[src/rtl/apb_rr_bridge_pkg.sv]
// Shared types and defaults for the round-robin APB bridge.
package apb_rr_bridge_pkg;

    typedef enum logic [1:0] {StIdle, StSetup, StAccess} state_e;

    localparam int unsigned DefNReq       = 2;
    localparam int unsigned DefAddrW      = 32;
    localparam int unsigned DefDataW      = 32;
    localparam int unsigned DefTimeoutCyc = 16;

    // Index width that stays at least one bit for a single requester.
    function automatic int unsigned idx_width(input int unsigned n);
        return (n > 1) ? $clog2(n) : 1;
    endfunction

endpackage

[src/rtl/apb_rr_arbiter.sv]
// Combinational round-robin pick: first requester at or above ptr, wrapping to 0.
module apb_rr_arbiter
    import apb_rr_bridge_pkg::*;
#(
    parameter int unsigned N_REQ = DefNReq,
    parameter int unsigned IW    = idx_width(N_REQ)
) (
    input  logic [N_REQ-1:0] req,
    input  logic [IW-1:0]    ptr,
    output logic [N_REQ-1:0] gnt,
    output logic [IW-1:0]    idx
);

    logic found;

    always_comb begin
        gnt   = '0;
        idx   = '0;
        found = 1'b0;
        // Upper segment [ptr, N_REQ) outranks the wrapped segment [0, ptr).
        for (int i = 0; i < N_REQ; i++) begin
            if (!found && req[i] && (i >= int'(ptr))) begin
                found  = 1'b1;
                gnt[i] = 1'b1;
                idx    = IW'(i);
            end
        end
        for (int i = 0; i < N_REQ; i++) begin
            if (!found && req[i] && (i < int'(ptr))) begin
                found  = 1'b1;
                gnt[i] = 1'b1;
                idx    = IW'(i);
            end
        end
    end

endmodule

[src/rtl/apb_rr_bridge.sv]
// Multi-requester APB master: round-robin grant, SETUP/ACCESS sequencing,
// response routing and a stall timeout that abandons a hung slave.
module apb_rr_bridge
    import apb_rr_bridge_pkg::*;
#(
    parameter int unsigned N_REQ       = DefNReq,
    parameter int unsigned ADDR_W      = DefAddrW,
    parameter int unsigned DATA_W      = DefDataW,
    parameter int unsigned TIMEOUT_CYC = DefTimeoutCyc
) (
    input  logic                     PCLK,
    input  logic                     PRESETn,
    input  logic [N_REQ-1:0]         req_valid,
    output logic [N_REQ-1:0]         req_ready,
    input  logic [N_REQ-1:0]         req_write,
    input  logic [N_REQ*ADDR_W-1:0]  req_addr,
    input  logic [N_REQ*DATA_W-1:0]  req_wdata,
    output logic [N_REQ-1:0]         rsp_valid,
    output logic [DATA_W-1:0]        rsp_rdata,
    output logic                     rsp_err,
    output logic                     PSEL,
    output logic                     PENABLE,
    output logic                     PWRITE,
    output logic [ADDR_W-1:0]        PADDR,
    output logic [DATA_W-1:0]        PWDATA,
    input  logic [DATA_W-1:0]        PRDATA,
    input  logic                     PREADY,
    input  logic                     PSLVERR
);

    localparam int unsigned IW = idx_width(N_REQ);
    localparam int unsigned CW = (TIMEOUT_CYC > 0) ? $clog2(TIMEOUT_CYC + 1) : 1;

    state_e             state_q, state_d;
    logic [IW-1:0]      ptr_q, ptr_d, owner_q, owner_d, gnt_idx;
    logic [N_REQ-1:0]   gnt, rsp_valid_q, rsp_valid_d;
    logic [CW-1:0]      cnt_q, cnt_d;
    logic               psel_q, psel_d, penable_q, penable_d, pwrite_q, pwrite_d;
    logic [ADDR_W-1:0]  paddr_q, paddr_d, sel_addr;
    logic [DATA_W-1:0]  pwdata_q, pwdata_d, sel_wdata, rsp_rdata_q, rsp_rdata_d;
    logic               sel_write, rsp_err_q, rsp_err_d, timeout, done;

    apb_rr_arbiter #(
        .N_REQ (N_REQ),
        .IW    (IW)
    ) u_arb (
        .req (req_valid),
        .ptr (ptr_q),
        .gnt (gnt),
        .idx (gnt_idx)
    );

    always_comb begin
        sel_addr  = '0;
        sel_wdata = '0;
        sel_write = 1'b0;
        for (int i = 0; i < N_REQ; i++) begin
            if (gnt[i]) begin
                sel_addr  = req_addr[i*ADDR_W +: ADDR_W];
                sel_wdata = req_wdata[i*DATA_W +: DATA_W];
                sel_write = req_write[i];
            end
        end
    end

    // Fires on the edge that would make the stall count reach TIMEOUT_CYC.
    assign timeout = (TIMEOUT_CYC != 0) && (state_q == StAccess) && !PREADY &&
                     (cnt_q == CW'(TIMEOUT_CYC - 1));
    assign done    = (state_q == StAccess) && (PREADY || timeout);

    always_comb begin
        state_d     = state_q;
        ptr_d       = ptr_q;
        owner_d     = owner_q;
        cnt_d       = cnt_q;
        psel_d      = psel_q;
        penable_d   = penable_q;
        pwrite_d    = pwrite_q;
        paddr_d     = paddr_q;
        pwdata_d    = pwdata_q;
        rsp_valid_d = '0;
        rsp_rdata_d = rsp_rdata_q;
        rsp_err_d   = rsp_err_q;
        unique case (state_q)
            StIdle: begin
                if (|gnt) begin
                    state_d  = StSetup;
                    owner_d  = gnt_idx;
                    psel_d   = 1'b1;
                    pwrite_d = sel_write;
                    paddr_d  = sel_addr;
                    pwdata_d = sel_write ? sel_wdata : '0;
                end
            end
            StSetup: begin
                state_d   = StAccess;
                penable_d = 1'b1;
            end
            StAccess: begin
                if (done) begin
                    state_d     = StIdle;
                    psel_d      = 1'b0;
                    penable_d   = 1'b0;
                    cnt_d       = '0;
                    ptr_d       = (owner_q == IW'(N_REQ - 1)) ? '0 : owner_q + 1'b1;
                    rsp_valid_d = N_REQ'(1) << owner_q;
                    rsp_rdata_d = (PREADY && !pwrite_q) ? PRDATA : '0;
                    rsp_err_d   = PREADY ? PSLVERR : 1'b1;
                end else begin
                    cnt_d = cnt_q + 1'b1;
                end
            end
            default: state_d = StIdle;
        endcase
    end

    always_ff @(posedge PCLK or negedge PRESETn) begin
        if (!PRESETn) begin
            state_q     <= StIdle;
            ptr_q       <= '0;
            owner_q     <= '0;
            cnt_q       <= '0;
            psel_q      <= 1'b0;
            penable_q   <= 1'b0;
            pwrite_q    <= 1'b0;
            paddr_q     <= '0;
            pwdata_q    <= '0;
            rsp_valid_q <= '0;
            rsp_rdata_q <= '0;
            rsp_err_q   <= 1'b0;
        end else begin
            state_q     <= state_d;
            ptr_q       <= ptr_d;
            owner_q     <= owner_d;
            cnt_q       <= cnt_d;
            psel_q      <= psel_d;
            penable_q   <= penable_d;
            pwrite_q    <= pwrite_d;
            paddr_q     <= paddr_d;
            pwdata_q    <= pwdata_d;
            rsp_valid_q <= rsp_valid_d;
            rsp_rdata_q <= rsp_rdata_d;
            rsp_err_q   <= rsp_err_d;
        end
    end

    assign req_ready = (PRESETn && (state_q == StIdle)) ? gnt : '0;
    assign rsp_valid = rsp_valid_q;
    assign rsp_rdata = rsp_rdata_q;
    assign rsp_err   = rsp_err_q;
    assign PSEL      = psel_q;
    assign PENABLE   = penable_q;
    assign PWRITE    = pwrite_q;
    assign PADDR     = paddr_q;
    assign PWDATA    = pwdata_q;

endmodule

[config.mk]
export PLATFORM = sky130hd
export DESIGN_NAME = apb_rr_bridge
export DESIGN_NICKNAME = d
export VERILOG_FILES = /design/src/rtl/apb_rr_bridge_pkg.sv /design/src/rtl/apb_rr_arbiter.sv /design/src/rtl/apb_rr_bridge.sv
export SDC_FILE = /design/constraint.sdc
export NUM_CORES = 1
export LEC_CHECK = 0
export BUFFER_PORTS_ARGS = -buffer_cell sky130_fd_sc_hd__buf_2
export CAP_MARGIN = 5
export CELL_PAD_IN_SITES_DETAIL_PLACEMENT = 0
export CELL_PAD_IN_SITES_GLOBAL_PLACEMENT = 1
export CORE_MARGIN = 2
export CORE_UTILIZATION = 31
export CTS_CLUSTER_SIZE = 30
export DETAILED_ROUTE_END_ITERATION = 7
export PLACE_DENSITY_LB_ADDON = 0.1
export RECOVER_POWER = 50
export SETUP_SLACK_MARGIN = 0.5
export SYNTH_ARGS = -nofsm -noshare
export SYNTH_HDL_FRONTEND = slang
export SYNTH_SLANG_ARGS = --single-unit
[constraint.sdc]
create_clock -name PCLK -period 2.5 [get_ports PCLK]
set_input_delay 0.25 -clock PCLK [delete_from_list [all_inputs] [get_ports PCLK]]
set_output_delay 0.25 -clock PCLK [all_outputs]
set_load 0.005 [all_outputs]
======== After elaboration in Yosys (flattened, before gate mapping) ========
Cells that the tools add are included.
word-level totals
  register bits after elaboration ......... 111
  bits in latches ......................... 0
  memory bits (writable) .................. 0
  ROM bits ................................ 0
  input bits .............................. 168
  output and inout bits ................... 104
  logic and storage cells ................. 71
  memories kept ........................... 0
operators by class
  add/subtract/negate cells ............... 2
  $mul .................................... 0
  div/mod/pow operators ................... 0
  magnitude comparators ................... 2
  eq/ne operators ......................... 5
  shifts and indexed selects .............. 1
  mux-type cells .......................... 26
  bitwise logic cells ..................... 0
  reduce and logical (&&, ||, !) cells .... 23
operators with widths
  cell                   number
  $mux W32               6
  $mux W1                11
  $mux W2                5
  $logic_and A1 B1 Y1    9
  $reduce_and A2 Y1      4
  $pmux W2 S3            1
  $add A5 B1 Y5 const B  1
  $eq A5 B4 Y1 const B   1
  $mux W5                1
  $logic_not A1 Y1       4
  $ne A2 B2 Y1 const B   2
  $pmux W1 S2            2
  $reduce_bool A2 Y1     2
  $reduce_and A3 Y1      1
  $eq A2 B1 Y1 const B   1
  $eq A2 B2 Y1 const B   1
  $logic_not A2 Y1       1
  $reduce_or A2 Y1       1
  $shl A1 B1 Y2 const A  1
  $add A1 B1 Y1 const B  1
  $ge A1 B1 Y1 const A   1
  $logic_or A1 B1 Y1     1
  $lt A1 B1 Y1 const A   1

======== Longest topological paths before layout ========
Gate-level depths: netlist of the first run.
  word-level depth ........................ 13
  gate-level depth with buffers ........... 8
  gate-level depth less buffers ........... 7

======== By module ========
Synthesis of the first run repeated with hierarchy kept, for this count alone.
second synthesis, totals
  cell total of the unflattened synthesis .. 499
  area total of the unflattened synthesis .. 5112.4 um^2
modules (own cells, without submodules)
  module          times used  cells each  area each (um^2)  seq. area each (um^2)
  apb_rr_bridge   1           495         5086.1            2777.7
  apb_rr_arbiter  1           4           26.3              0.0

======== Least setup slack after synthesis of the first run ========
No wires, ideal clock.
  path kind ............................... register to register
  from .................................... reg cnt_q[0]
  to ...................................... reg rsp_rdata_q[28] (netlist: rsp_rdata[28])
  setup time .............................. 66 ps
  arrival time ............................ 1761 ps
  required time ........................... 2434 ps
  setup slack ............................. 673 ps
  cell stages (with the launch flop) ...... 8
  path buffers ............................ 1
  period minus slack after synthesis ...... 1827 ps
  path through ............................ dfrtp_1 > ha_1 > and3_1 > ha_1 > o21ai_1 > clkbuf_1 > nand2_1 > nand2_1
on the way
  cells in the longest elaborated chain, start to end .. 5
RTL lines
  element                             RTL line              source
  start, declared                     apb_rr_bridge.sv:37   logic [CW-1:0] cnt_q, cnt_d;
  start signal, assigned              apb_rr_bridge.sv:135  cnt_q <= cnt_d;
  $eq A5 B4 Y1                        apb_rr_bridge.sv:68   (cnt_q == CW'(TIMEOUT_CYC - 1));
  $logic_and A1 B1 Y1                 apb_rr_bridge.sv:67   assign timeout = (TIMEOUT_CYC != 0) && (state_q == StAccess) && !PREADY &&
  $logic_or A1 B1 Y1                  apb_rr_bridge.sv:69   assign done = (state_q == StAccess) && (PREADY || timeout);
  $logic_and A1 B1 Y1                 apb_rr_bridge.sv:69
  $reduce_and A2 Y1 (no source line)  --
  end signal, assigned                apb_rr_bridge.sv:142  rsp_rdata_q <= rsp_rdata_d;
  end, declared                       apb_rr_bridge.sv:40   logic [DATA_W-1:0] pwdata_q, pwdata_d, sel_wdata, rsp_rdata_q, rsp_rdata_d;
Every way passes these cells.
A chain may end at the register's enable or synchronous reset.

======== Worst setup path in the final report of the first run ========
  from .................................... reg cnt_q[0]
  to ...................................... reg rsp_err_q (netlist: rsp_err)
on the way
  cells in the longest elaborated chain, start to end .. 5
RTL lines
  element                             RTL line              source
  $eq A5 B4 Y1                        apb_rr_bridge.sv:68
  $logic_and A1 B1 Y1                 apb_rr_bridge.sv:67
  $logic_or A1 B1 Y1                  apb_rr_bridge.sv:69
  $logic_and A1 B1 Y1                 apb_rr_bridge.sv:69
  $reduce_and A2 Y1 (no source line)  --
  end signal, assigned                apb_rr_bridge.sv:143  rsp_err_q <= rsp_err_d;
  end, declared                       apb_rr_bridge.sv:41   logic sel_write, rsp_err_q, rsp_err_d, timeout, done;
Every way passes these cells.

==> results of run 1 <==
## area by class of cell
type                    instances  area (µm²)
flip-flops and latches        111        2778
clock buffers                  13       260.3
fillers                      1495        8090
repair buffers                289        1441
clock inverters                 1       5.005
multi-input cells             334        1710
well taps                     184       230.2
inverters                       5       18.77
## synthesized netlist by cell type, drive strengths merged (3+ instances only)
master / count
inv: 5
dfrtp: 111
and2: 3
buf: 8
nand3: 33
o21ai: 37
clkbuf: 25
and3: 3
nand2: 172
nor2: 6
nand2b: 3
a22oi: 64
## cells by family (layout without fill, tap and decap cells)
| group | after synthesis | after routing |
|---|---|---|
| AOI/OAI and AO/OA | 108 | 108 |
| xor gates and xnor gates | 1 | 1 |
| adders and majority gates | 2 | 2 |
| buffers and inverters | 38 | 308 |
| DFF | 111 | 111 |
| and+or+nand+nor | 223 | 223 |
## worst register-to-register path: stages, from the launching register on
cell and delay [ns]:
dfrtp_1 0.41, ha_1 0.23, and3_1 0.19, ha_1 0.21
nor2_1 0.20, nor2_2 0.06, buf_4 0.24, o32a_1 0.21
## stage by stage
| step | power (mW) | worst slack [ns] | cell area (µm²) |
|---|---|---|---|
| 6_report | 6.941 | 0.6231 | 6444 |
| 5_1_grt | 7.555 | 0.4128 | 6444 |
| 3_3_place_gp | 5.709 | 0.6487 | 6216 |
| 4_1_cts | 7.145 | 0.6057 | 6497 |
| 3_5_place_dp | 5.772 | 0.6327 | 6216 |
| 2_1_floorplan | 4.338 | 0.6727 | 4608 |
## timing repair
| action | 4_1_cts | 5_1_grt |
|---|---|---|
| setup endpoints to repair | 1 | 1 |
| buffers inserted | 1 | 0 |
| cloned | 1 | 0 |
| pin swaps | 1 | 0 |
| resized for setup | 1 | 0 |
## routing by layer
layer	vias up	global-route usage [%]	routed length, µm	part of all wire, %
li1	2180	-	-	-
met1	2036	22.10	5906	43
met2	162	29.16	6693	48
met3	13	4.715	1063	7.7
met4	0	5.947	219	1.6
met5	-	0	0	0
## state kept, by name (all words and copies together), names as in the netlist
| register | flops |
|---|---|
| owner_q | 1 |
| state_q | 2 |
| rsp_rdata | 32 |
| rsp_err | 1 |
| PWRITE | 1 |
| ptr_q | 1 |
| PADDR | 32 |
| PSEL | 1 |
| cnt_q | 5 |
| PENABLE | 1 |
| rsp_valid | 2 |
| PWDATA | 32 |
## where the power goes
part	internal (mW)	total, mW	switching (mW)
Clock	0.719	1.32	0.598
Combinational	1.08	2.60	1.52
Sequential	2.59	3.02	0.435
Total	4.38	6.94	2.56
## worst paths after layout
kind                            slack [ns]                 startpoint                        end
worst min register to register        0.46  rsp_rdata[17]$_DFFE_PN0P_  rsp_rdata[17]$_DFFE_PN0P_
worst min-delay path                  0.12                 PRDATA[26]  rsp_rdata[26]$_DFFE_PN0P_
worst max-delay path                  0.62       cnt_q[0]$_DFFE_PN0N_        rsp_err$_DFFE_PN0P_
worst max register to register        0.62       cnt_q[0]$_DFFE_PN0N_        rsp_err$_DFFE_PN0P_
max in group asynchronous             0.82                    PRESETn  rsp_rdata[17]$_DFFE_PN0P_
min in group asynchronous             0.29                    PRESETn      PADDR[27]$_DFFE_PN0P_
==> results by group, run 1 <==
Status
  – Status: finished with violations
  – Failing checks: capacitance limit, slew limit

Timing
  – Slew Limit Fails: 69
  – Hold Fails Final Rpt: 0
  – Setup violations, final: 0
  – RSZ-0062 raised after global routing: true
  – Slew headroom: -25.02%
  – Hold Slack: 0.1201 ns
  – Min cycle time layout: 1.877 ns
  – Fin crit share: around 75%
  – Setup tns final: 0 ns
  – Fmax: 532.8 MHz
  – Clock Skews: 0.005070 ns
  – Tightest Pin Transition: 1.875 ns

Clock tree
  – CTS tree: built
  – H-tree depth: 3
  – Skew-Pair Late Insertion Delay: 0.34 ns
  – CTS root buf: clkbuf_16
  – Hold-fix buffers, CTS: 0
  – CTS Buffer Depth: 2
  – Number of buffers created by CTS: 9
  – Clock Sinks: 111
  – Clock slew at reported path FFs: 0.07 ns

Final layout
  – Layout cells sized above 1: a little over a third
  – Area growth from synthesis to layout: 39.83%
  – Non-Filler Instances: 937
  – Most frequent cells in the layout: 236 x buf_2, 172 x nand2_1, 111 x dfrtp_1
  – Final Util: ~44%
  – NumNets Final: 920
  – Most common cell after layout, fill and taps aside: buf_2
  – Number of diodes: 0

Synth
  – Post-synth cell types: 26
  – Adder-cell share of the synthesized area: less than 1%
  – Number of enable flip-flop cells after synthesis: 0
  – Synth Area in Compound Gates: 16.02%
  – Yosys warning count: 0
  – Primary FF master, synth: dfrtp_1
  – Async S/R FF share, synth: 100.0%
  – Synthesized cell area: around 4600 µm²
  – Register area share after synthesis: 60.28%
  – Mean Syn Cell Area: 9.541 µm²
  – Dominant cell type by area after synthesis: dfrtp_1
  – Synth top area share: 60.28%
  – Largest family of logic cells by synthesized area: simple AND/OR/NAND/NOR gates
  – Syn_nets: approximately 650
  – Simple-gate area share of the yosys netlist: 19.69%
  – Mux cell area share after synthesis: 0%
  – Synth top area cells: dfrtp_1 60%, nand2_1 14%, a22oi_1 10%, nand3_1 3.6%, o21ai_1 3.4%
  – Synth Register Bits: 111
  – Post-synthesis xor/xnor area fraction: 0.1901%
  – Mapped Cells: ~480

Critical path
  – Crit Path Max Fanout: 35
  – CP arrival: 2.10 ns
  – CP delay by family, top: simple AND/OR/NAND/NOR gates
  – Worst Path Required: 2.73 ns
  – Worst path slowest cell: dfrtp_1
  – Crit Path Class: reg2reg
  – Crit path launch type: flip-flop
  – Worst Path Buf+Inv: 1
  – Worst-path cell chain: ha_1, and3_1, ha_1, nor2_1, nor2_2, buf_4, o32a_1
  – Largest stage delay, worst path: 0.41 ns
  – CP Depth: 7
  – Worst path most repeated cell: ha_1
  – Worst r2r path cells: 7
  – Crit. End Element: flip-flop

Detailed routing
  – DRC: 0
  – Total wire length: around 14000 µm
  – Wirelength per Cell: 14.82 µm
  – Initial DRC count: 231
  – DR vias/cell: 4.686
  – First drt pass iteration count: 4
  – Routed via count: 4391
  – ANT nets after route: 0

Global route
  – GRT Overall Usage: 17.51%
  – Vias in the first global route: 4333
  – Largest net degree at the start of global routing: 45
  – First-pass GRT wire length: 22210 µm
  – Initial antenna violation count: 0
  – Gr ovfl total: 0

Floorplan
  – Starting Density: roughly a third
  – Row cnt: between 40 and 50
  – Total core area: 14530 µm²
  – Die height: 125.9 µm
  – Die area: 15860 µm²
  – IO Pins: 272
  – Chip width: roughly 130 µm

Placement
  – Gpl congestion: 0.7543
  – IO buf count: between 200 and 300
  – HPWL after DPL: around 10000 µm
  – Placed instance count: 921

Power and ir drop
  – P_leak: 3.536 nW
  – PwrDens: about 1100 nW/µm²
  – Worst vdd ir: 0.0003466 V

Run
  – MaxCap Viol Count: 2

Min path
  – Hold crit path type: in2reg
  – Hold Path Stages: 3
No activity file was read; power rests on OpenSTA's default activity.
==> run 2: changes to the inputs <==
Clock period 2.5 ns to 1.95 ns, I/O delays scaled along.
==> run 2 against run 1 <==
Net effect: the flow now finishes without violations; sequential power grew 31%; clock-buffer cell count down 3; non-clock buffer count rose by 50; final cell count increased by 5.5%; global-route usage grew 3.7 points; die area did not move; combinational power increased by 100%; wire length increased by 23%; sequential share of layout area decreased by 8.9 points; register-to-register slack got worse by 0.34 ns; critical path type is now reg2out; critical endpoint is now req_ready[1].
==> results by group, run 2 (synthesized netlist as in run 1, its figures left out) <==
Final layout
  – Area growth from synthesis to layout: 76.46%
  – Most frequent cells in the layout: 233 x buf_2, 132 x nand2_1, 109 x dfrtp_1
  – NumNets Final: around 970
  – Most common cell after layout, fill and taps aside: buf_2
  – Layout cells sized above 1: 62.24%
  – Number of diodes: 0
  – Final Util: 55.95%

Clock tree
  – CTS Buffer Depth: 2
  – Clock slew at reported path FFs: 0.07 ns
  – CTS tree: built
  – Skew-Pair Late Insertion Delay: 0.35 ns
  – CTS root buf: clkbuf_16
  – Number of buffers created by CTS: 9
  – Clock Sinks: 111
  – H-tree depth: 3

Floorplan
  – Total core area: around 15000 µm²
  – Starting Density: between 30% and 40%
  – Chip width: 125.9 µm
  – Row cnt: 44
  – IO Pins: 272
  – Die area: 15860 µm²
  – Die height: 125.9 µm

Power and ir drop
  – Worst vdd ir: between 0.0005 and 0.0006 V
  – PwrDens: 1348 nW/µm²
  – P_leak: 4.074 nW

Timing
  – Min cycle time layout: 1.702 ns
  – Setup tns final: 0 ns
  – Slew Limit Fails: 0
  – Hold Slack: 0.05081 ns
  – Setup violations, final: 0
  – Fin crit share: 87.26%
  – Clock Skews: 0.006407 ns
  – Tightest Pin Transition: 0.9079 ns
  – Fmax: 587.7 MHz
  – RSZ-0062 raised after global routing: true
  – Hold Fails Final Rpt: 0
  – Slew headroom: about two fifths

Global route
  – Vias in the first global route: 4839
  – GRT Overall Usage: 21.17%
  – Gr ovfl total: 0
  – First-pass GRT wire length: 25990 µm
  – Largest net degree at the start of global routing: 63
  – Initial antenna violation count: 0

Run
  – MaxCap Viol Count: 0

Placement
  – IO buf count: between 200 and 300
  – HPWL after DPL: approximately 11000 µm
  – Gpl congestion: 0.7911

Critical path
  – Worst r2r dst: PADDR[27]$_DFFE_PN0P_
  – Worst Path Required: 1.75 ns
  – Crit path launch type: flip-flop
  – CP arrival: ~1.5 ns
  – Reg-to-reg setup timing slack: about 0.28 ns
  – Crit. End Element: primary output
  – Reg-to-Reg Start: ptr_q$_DFFE_PN0P_
  – Crit Path Class: reg2out
  – Crit Path Max Fanout: 3
  – Critical Path Sink: req_ready[1]
  – Worst r2r path cells: 10
  – CP startpoint: ptr_q$_DFFE_PN0P_

Detailed routing
  – Highest routed layer: met4
  – Initial DRC count: 202
  – ANT nets after route: 0
  – Routed via count: 4816
  – First drt pass iteration count: 4
  – Met3 wire len: 1154 µm
  – Total wire length: 17030 µm
  – DRC: 0
  – Routed wire length on met2: about 8600 µm
  – DR vias/cell: 4.870
  – Met1 WL: 6859 µm
  – Wirelength per Cell: between 15 and 20 µm

Status
  – Status: finished clean

Min path
  – Hold crit path type: in2reg
==> run 2: what timing repair did <==
item / in CTS / in global routing
setup buffers: 29 / 9
setup endpoints to repair: 106 / 111
endpoints found under the hold margin: 25 / 0
hold buffers: 2 / 0
gates resized for setup: 142 / 111
pin swaps: 124 / 81
cloned: 14 / 1
==> run 2: per-layer routing <==
layer	track usage (%)	vias up
met2	36.81	204
met1	25.42	2298
met4	6.852	0
met5	0	-
met3	5.862	26
li1	-	2288
==> run 2: worst min-delay path by stage <==
stage	start	end	slack, ns	depth (start not counted)
2_1_floorplan	PRESETn	PADDR[0]$_DFFE_PN0P_	-0.10	0
3_3_place_gp	PRESETn	PADDR[25]$_DFFE_PN0P_	0.15	1
3_5_place_dp	PRESETn	PADDR[28]$_DFFE_PN0P_	0.16	1
4_1_cts	req_addr[1]	PADDR[1]$_DFFE_PN0P_	0.04	3
5_1_grt	req_addr[3]	PADDR[3]$_DFFE_PN0P_	0.03	3
6_report	req_addr[11]	PADDR[11]$_DFFE_PN0P_	0.05	3
==> run 2: final cells by class <==
cell class                      instances  area [µm²]
Sequential cell                       111        2780
Clock buffer                           10       229.0
Inverter                                5       18.77
Multi-Input combinational cell        335        2541
Clock inverter                          5       50.05
Timing Repair Buffer                  339        2282
Tap cell                              184       230.2
Fill cell                            1330        6402
==> run 2: where the power goes <==
group / switching (mW) / leakage [nW] / internal [mW] / total (mW)
logic: 2.68 / 2.50 / 2.51 / 5.20
registers: 0.647 / 1.44 / 3.32 / 3.97
clock network: 0.818 / 0.142 / 0.981 / 1.80
total: 4.15 / 4.07 / 6.82 / 11.0
==> run 2: critical path, cell delays in order (launching register included) <==
cell,delay (ns)
dfrtp_1,0.39
inv_2,0.06
a2111oi_4,0.34
buf_6,0.15
and2_4,0.13
buf_6,0.08
==> run 2: per-stage QoR <==
step	std cells	power, mW	setup slack [ns]	instance area, µm²
2_1_floorplan	483	5.632	0.4720	4698
3_3_place_gp	919	7.398	0.05554	6266
3_5_place_dp	919	7.457	0.02507	6266
4_1_cts	979	10.59	0.2059	7650
5_1_grt	989	11.75	0.1595	8132
6_report	989	10.97	0.2485	8132
